==> src/rtl/uart_program_loader.sv <==
// UART boot loader: receives an 8N1 program image, writes it into instruction
// memory one 32-bit word at a time, and holds the CPU in reset until the image
// checksum has passed. A sync byte seen while the CPU runs starts a reload.
module uart_program_loader #(
  parameter int         CLKS_PER_BIT = 434,
  parameter logic [7:0] SYNC_BYTE    = 8'hA5,
  parameter int         MAX_WORDS    = 4096
) (
  input  logic        clk,
  input  logic        nRst,
  input  logic        rxd,
  output logic        imemWrEn,
  output logic [11:0] imemAddress,
  output logic [31:0] imemData,
  output logic        cpuNRst,
  output logic [7:0]  loaderStatus
);

  localparam int CW   = $clog2(CLKS_PER_BIT);
  localparam int HALF = CLKS_PER_BIT / 2;

  typedef enum logic [2:0] {RX_IDLE, RX_START, RX_DATA, RX_STOP, RX_BREAK} rx_state_t;
  typedef enum logic [2:0] {IDLE, CNT_LO, CNT_HI, PAYLOAD, CHECK, RUN} ld_state_t;

  rx_state_t       rxState, rxNext;
  ld_state_t       ldState, ldNext;

  logic            rxdMeta, rxdSync, rxdPrev;
  logic [CW-1:0]   clkCnt;
  logic [2:0]      bitIdx;
  logic [7:0]      rxShift;
  logic            rxValid, rxFrameErr;
  logic [7:0]      rxByte;

  logic [7:0]      countLo;
  logic [15:0]     wordCount, wordsDone;
  logic [1:0]      lane;
  logic [7:0]      checksum;
  logic [4:0]      status;

  logic            halfTick, fullTick;
  logic [15:0]     countFull;
  logic            countBad, lastWord;

  assign halfTick     = (clkCnt == CW'(HALF - 1));
  assign fullTick     = (clkCnt == CW'(CLKS_PER_BIT - 1));
  assign countFull    = {rxByte, countLo};
  assign countBad     = (countFull == 16'd0) || ({1'b0, countFull} > 17'(MAX_WORDS));
  assign lastWord     = (wordsDone + 16'd1 == wordCount);
  assign loaderStatus = {3'b000, status};

  // Receiver and loader state registers.
  // NOTE: sequential blocks use non-blocking (<=) so every flop samples pre-edge values.
  always_ff @(posedge clk) begin
    if (!nRst) begin
      rxState <= RX_IDLE;
      ldState <= IDLE;
    end else begin
      rxState <= rxNext;
      ldState <= ldNext;
    end
  end

  // Receiver next state: edge-triggered start, mid-bit sampling, break wait after a bad stop bit.
  // NOTE: next state is defaulted first so no path leaves it unassigned (no latch).
  always_comb begin
    rxNext = rxState;
    case (rxState)
      RX_IDLE:  if (rxdPrev && !rxdSync) rxNext = RX_START;
      RX_START: if (halfTick) rxNext = rxdSync ? RX_IDLE : RX_DATA;
      RX_DATA:  if (fullTick && bitIdx == 3'd7) rxNext = RX_STOP;
      RX_STOP:  if (fullTick) rxNext = rxdSync ? RX_IDLE : RX_BREAK;
      RX_BREAK: if (rxdSync) rxNext = RX_IDLE;
      default:  rxNext = RX_IDLE;
    endcase
  end

  // Receiver datapath: synchronizer, bit timing, shift register, byte/error pulses.
  always_ff @(posedge clk) begin
    if (!nRst) begin
      rxdMeta    <= 1'b0;
      rxdSync    <= 1'b0;
      rxdPrev    <= 1'b0;
      clkCnt     <= '0;
      bitIdx     <= 3'd0;
      rxShift    <= 8'd0;
      rxValid    <= 1'b0;
      rxByte     <= 8'd0;
      rxFrameErr <= 1'b0;
    end else begin
      rxdMeta    <= rxd;
      rxdSync    <= rxdMeta;
      rxdPrev    <= rxdSync;
      rxValid    <= 1'b0;
      rxFrameErr <= 1'b0;
      if (rxState != rxNext || rxState == RX_IDLE || rxState == RX_BREAK || fullTick)
        clkCnt <= '0;
      else
        clkCnt <= clkCnt + 1'b1;
      if (rxState != RX_DATA)
        bitIdx <= 3'd0;
      else if (fullTick)
        bitIdx <= bitIdx + 3'd1;
      if (rxState == RX_DATA && fullTick)
        rxShift <= {rxdSync, rxShift[7:1]};
      if (rxState == RX_STOP && fullTick) begin
        if (rxdSync) begin
          rxValid <= 1'b1;
          rxByte  <= rxShift;
        end else begin
          rxFrameErr <= 1'b1;
        end
      end
    end
  end

  // Loader next state: walks the frame fields; only IDLE and RUN react to a sync byte.
  always_comb begin
    ldNext = ldState;
    case (ldState)
      IDLE, RUN: if (rxValid && rxByte == SYNC_BYTE) ldNext = CNT_LO;
      CNT_LO:    if (rxValid) ldNext = CNT_HI;
      CNT_HI:    if (rxValid) ldNext = countBad ? IDLE : PAYLOAD;
      PAYLOAD:   if (rxValid && lane == 2'd3 && lastWord) ldNext = CHECK;
      CHECK:     if (rxValid) ldNext = (rxByte == checksum) ? RUN : IDLE;
      default:   ldNext = IDLE;
    endcase
  end

  // Loader datapath: word assembly, memory write strobe, checksum, CPU reset and status.
  always_ff @(posedge clk) begin
    if (!nRst) begin
      imemWrEn    <= 1'b0;
      imemAddress <= 12'd0;
      imemData    <= 32'd0;
      cpuNRst     <= 1'b0;
      status      <= 5'd0;
      countLo     <= 8'd0;
      wordCount   <= 16'd0;
      wordsDone   <= 16'd0;
      lane        <= 2'd0;
      checksum    <= 8'd0;
    end else begin
      imemWrEn <= 1'b0;
      // Address advances the cycle after each write strobe; it wraps naturally at 12 bits.
      if (imemWrEn) imemAddress <= imemAddress + 12'd1;
      if (rxFrameErr) status[3] <= 1'b1;
      if (rxValid) begin
        case (ldState)
          IDLE, RUN: begin
            if (rxByte == SYNC_BYTE) begin
              status[4]   <= 1'b0;
              status[2]   <= 1'b0;
              status[1]   <= 1'b1;
              status[0]   <= 1'b0;
              cpuNRst     <= 1'b0;
              imemAddress <= 12'd0;
              checksum    <= 8'd0;
              wordsDone   <= 16'd0;
              lane        <= 2'd0;
            end
          end
          CNT_LO: countLo <= rxByte;
          CNT_HI: begin
            wordCount <= countFull;
            if (countBad) begin
              status[4] <= 1'b1;
              status[1] <= 1'b0;
            end
          end
          PAYLOAD: begin
            imemData[{lane, 3'b000} +: 8] <= rxByte;
            checksum <= checksum ^ rxByte;
            lane     <= lane + 2'd1;
            if (lane == 2'd3) begin
              imemWrEn  <= 1'b1;
              wordsDone <= wordsDone + 16'd1;
            end
          end
          CHECK: begin
            status[1] <= 1'b0;
            if (rxByte == checksum) begin
              cpuNRst   <= 1'b1;
              status[0] <= 1'b1;
            end else begin
              status[2] <= 1'b1;
            end
          end
          default: ;
        endcase
      end
    end
  end

endmodule

==> config.mk <==
export PLATFORM = sky130hd
export DESIGN_NAME = uart_program_loader
export DESIGN_NICKNAME = d
export VERILOG_FILES = /design/src/rtl/uart_program_loader.sv
export SDC_FILE = /design/constraint.sdc
export NUM_CORES = 1
export LEC_CHECK = 0
export ABC_AREA = 1
export CORE_MARGIN = 2
export CORE_UTILIZATION = 52
export DETAILED_ROUTE_END_ITERATION = 16
export GPL_TIMING_DRIVEN = 0
export PLACE_DENSITY = 0.86
export RECOVER_POWER = 50
export SETUP_SLACK_MARGIN = 0.05
export SYNTH_ARGS = -nofsm -noshare
export SYNTH_HDL_FRONTEND = slang
export SYNTH_SLANG_ARGS = --single-unit
==> constraint.sdc <==
create_clock -name clk -period 1.8 [get_ports clk]
set_input_delay 0.45 -clock clk [delete_from_list [all_inputs] [get_ports clk]]
set_output_delay 0.45 -clock clk [all_outputs]
set_load 0.01 [all_outputs]
==> flow_summary.yaml <==
sta:
  grt_setup_unrepaired: "true"
  slew_headroom_pct: 56.1
  fmax_ghz: 0.511
  finalClockSkew_ns: 0.00703
  drv_slew: 0
  tns_ns: -2.02
  hold_viol: 0
  period_needed_ns: 1.96
  holdWs_ns: 0.435
  setup_ws_ns: -0.159
  fin_crit_sh_pct: 109
  tightest_slew_ns: 0.658
  setup_viol_count_final: 24
layout:
  insertedDiodeCount: 0
  drive_gt1_share_pct: 19.6
  postLayoutCellArea_mm2: 0.00838
  final_nets: 971
  area_growth_pct: 30.0
  final_common_cell: "nand2_1"
  final_cell_mix: "nand2_1, dfxtp_1, nor2_1"
  finalNonFillerCells: 1136
power_and_ir_drop:
  total_leakage_power_uw: 0.00349
  power.internal_uw: 5370
  p_total_uw: 6850
  seq_power_share_pct: 44.8
  switching_share_pct: 21.6
  p_switching_uw: 1480
  power.density_mw_per_mm2: 818
  p_clk_share_pct: 53.4
  ir_drop_mv: 0.704
  comb_power_share_pct: 1.8
global_route:
  grt_usage_pct: 25.6
  grt_pass1_wl_mm: 27.3
  grt_max_degree: 17
  grt_remaining_overflow: 0
  grt_antenna_before_repair: 0
  grt_pass1_vias: 5799
worst_hold_path:
  hold_path_class: "flip-flop to flip-flop"
route:
  wl_per_cell_um: 15.7
  route.vias.total: 6389
  drt-initial-drc-count: 717
  drt-pass1-iter-count: 6
  viasPerCell: 5.62
  route.detailed.drc: 0
  detail-route-antenna-nets: 0
  finalWirelength_mm: 17.8
clock_tree:
  clkLatencyLatePin_ns: 0.42
  htree_levels: 4
  cts_sinks: 139
  cts_buffers: 17
  clk_path_buf_depth: 2
  clkTransAtPathRegs_ns: 0.06
  root_buffer: "clkbuf_16"
  cts_tree: "done"
  cts_hold_buf: 0
yosys:
  synth_edf_count: 0
  ys_warn_count: 0
  netlist_instances: 861
  syn_area_per_cell_um2: 7.48
  synthFlopType: "dfxtp_1"
  async_flop_share_pct: 0
  yosysSeqAreaShare_pct: 43.2
  synth_cell_types: 45
  synth-seq-cells: 139
  synth_area_mm2: 0.00644
placed_design:
  gp_congestion: 0.885
  port_buffers: 52
  placed_cells: 1083
  placed_area_mm2: 0.00718
  hpwl_mm: 10.7
setup_path:
  crit_type: "flip-flop to flip-flop"
  end_kind: "flip-flop"
  path_max_fanout: 6
  crit_arrival_ns: 2.30
  cp.required_ns: 2.14
  critPathLaunchType: "flip-flop"
  reg2reg_slack_ns: -0.16
floorplan:
  dieArea_mm2: 0.0133
  io-pin-count: 57
  die-height_um: 115
  core-area_mm2: 0.0121
  initial_core_util_pct: 53.4
  die_w_um: 115
  rows: 40
job:
  cap_violations: 0
run_status:
  status: "finished, violations left"
  violations: "negative setup slack"
==> per-layer routing <==
metal	part of all wire (%)	wire length [µm]	global-route usage [%]	vias to the layer above
li1	-	-	-	3036
met4	3.7	657	11.2	0
met3	7.3	1300	5.69	79
met5	0	0	0	-
met1	41	7300	32.2	2960
met2	48	8560	42.2	314
==> worst max-delay path: stages, from the launching register on <==
cell and delay [ns]:
dfxtp_4 0.41, inv_1 0.13, nor2_2 0.16, nand4_1 0.22, nand2_1 0.15, nand2_2 0.10, inv_2 0.10, o21ai_4 0.09
nor2_8 0.18, clkbuf_16 0.17, nand4_1 0.07, o21ai_0 0.09
==> layout make-up <==
cell class / instances / area (µm²)
Clock inverter: 12 / 161
Multi-Input combinational cell: 601 / 3510
Clock buffer: 20 / 457
Inverter: 93 / 355
Tap cell: 168 / 210
Timing Repair Buffer: 73 / 668
Sequential cell: 139 / 2840
Buffer: 30 / 176
Fill cell: 890 / 3690
==> final timing paths <==
path	from	to	depth (start not counted)
worst max-delay path	rxByte[0]$_SDFFE_PN0P_	wordsDone[9]$_SDFFE_PN0P_	11
worst min-delay path	rxdMeta$_SDFF_PN0_	rxdSync$_SDFF_PN0_	2
worst max register to register	rxByte[0]$_SDFFE_PN0P_	wordsDone[9]$_SDFFE_PN0P_	11
worst min register to register	rxdMeta$_SDFF_PN0_	rxdSync$_SDFF_PN0_	2
==> synthesized netlist by cell type (2+ instances only) <==
master    number  area share [%]
nor2_2         5            0.49
o21ai_0       76             5.9
nor4_1         5            0.49
a21oi_2        2            0.27
buf_1          2            0.12
ha_1          13             2.5
inv_1         88             5.1
o211a_1       16             2.5
o211ai_1       2            0.23
nor2_1       116             6.8
a21oi_1       56             4.3
buf_2          4            0.31
buf_4          5            0.58
o21ai_1        8            0.62
nor3_1        22             1.7
nand2_2        5            0.49
or2_2          3            0.29
clkbuf_1      20             1.2
nor3b_1        2            0.23
a211oi_1       3            0.35
dfxtp_1      139              43
xnor2_1        8             1.1
inv_2          4            0.23
nor2_4         3            0.52
nand4_1       19             1.8
nand3_1       61             4.7
nand2_1      136             7.9
xor2_1        18             2.4
nand3b_1       3            0.35
xnor3_1        2            0.70
==> flip-flops by register name, summed over array words and instances, names as in the netlist, 2 cells and up <==
name         cells
imemData        32
wordCount       16
wordsDone       16
imemAddress     12
clkCnt           9
checksum         8
countLo          8
rxByte           8
rxShift          8
status           4
bitIdx           3
ldState          3
rxState          3
lane             2
==> what timing repair did <==
| action | in CTS | in global routing |
|---|---|---|
| resized for setup | 85 | 126 |
| hold endpoints to repair | 0 | 0 |
| gates cloned | 3 | 1 |
| endpoints found under the setup margin | 126 | 145 |
| pin swaps | 12 | 21 |
| setup buffers | 10 | 9 |
==> logic make-up after synthesis <==
family	count (synthesis)	synth area share (%)
and+or+nand+nor	384	26.6
AOI/OAI and AO/OA	169	15.1
DFF	139	43.2
buffers and inverters	125	7.77
xor gates and xnor gates	29	4.60
adders and majority gates	13	2.52
other	1	0.0582
muxes	1	0.155
==> power by group through the flow <==
| stage | Combinational [µW] | Sequential [µW] | Clock (µW) |
|---|---|---|---|
| detailed placement | 98.6 | 3150 | 0 |
| CTS | 112 | 3080 | 3640 |
| finish | 123 | 3070 | 3660 |
| global route | 133 | 3070 | 3820 |
| global placement | 96.3 | 3150 | 0 |
| floorplan | 66.5 | 3150 | 0 |
==> per-stage QoR <==
step | util [%] | worst slack [ns]
after floorplan | - | 0.0516
after global placement | 59.5 | -0.356
after detailed placement | 59.5 | -0.385
after CTS | 66.5 | -0.120
after global routing | 69.4 | -0.233
final | 69.4 | -0.159
Power figures use the tool's default switching activity.
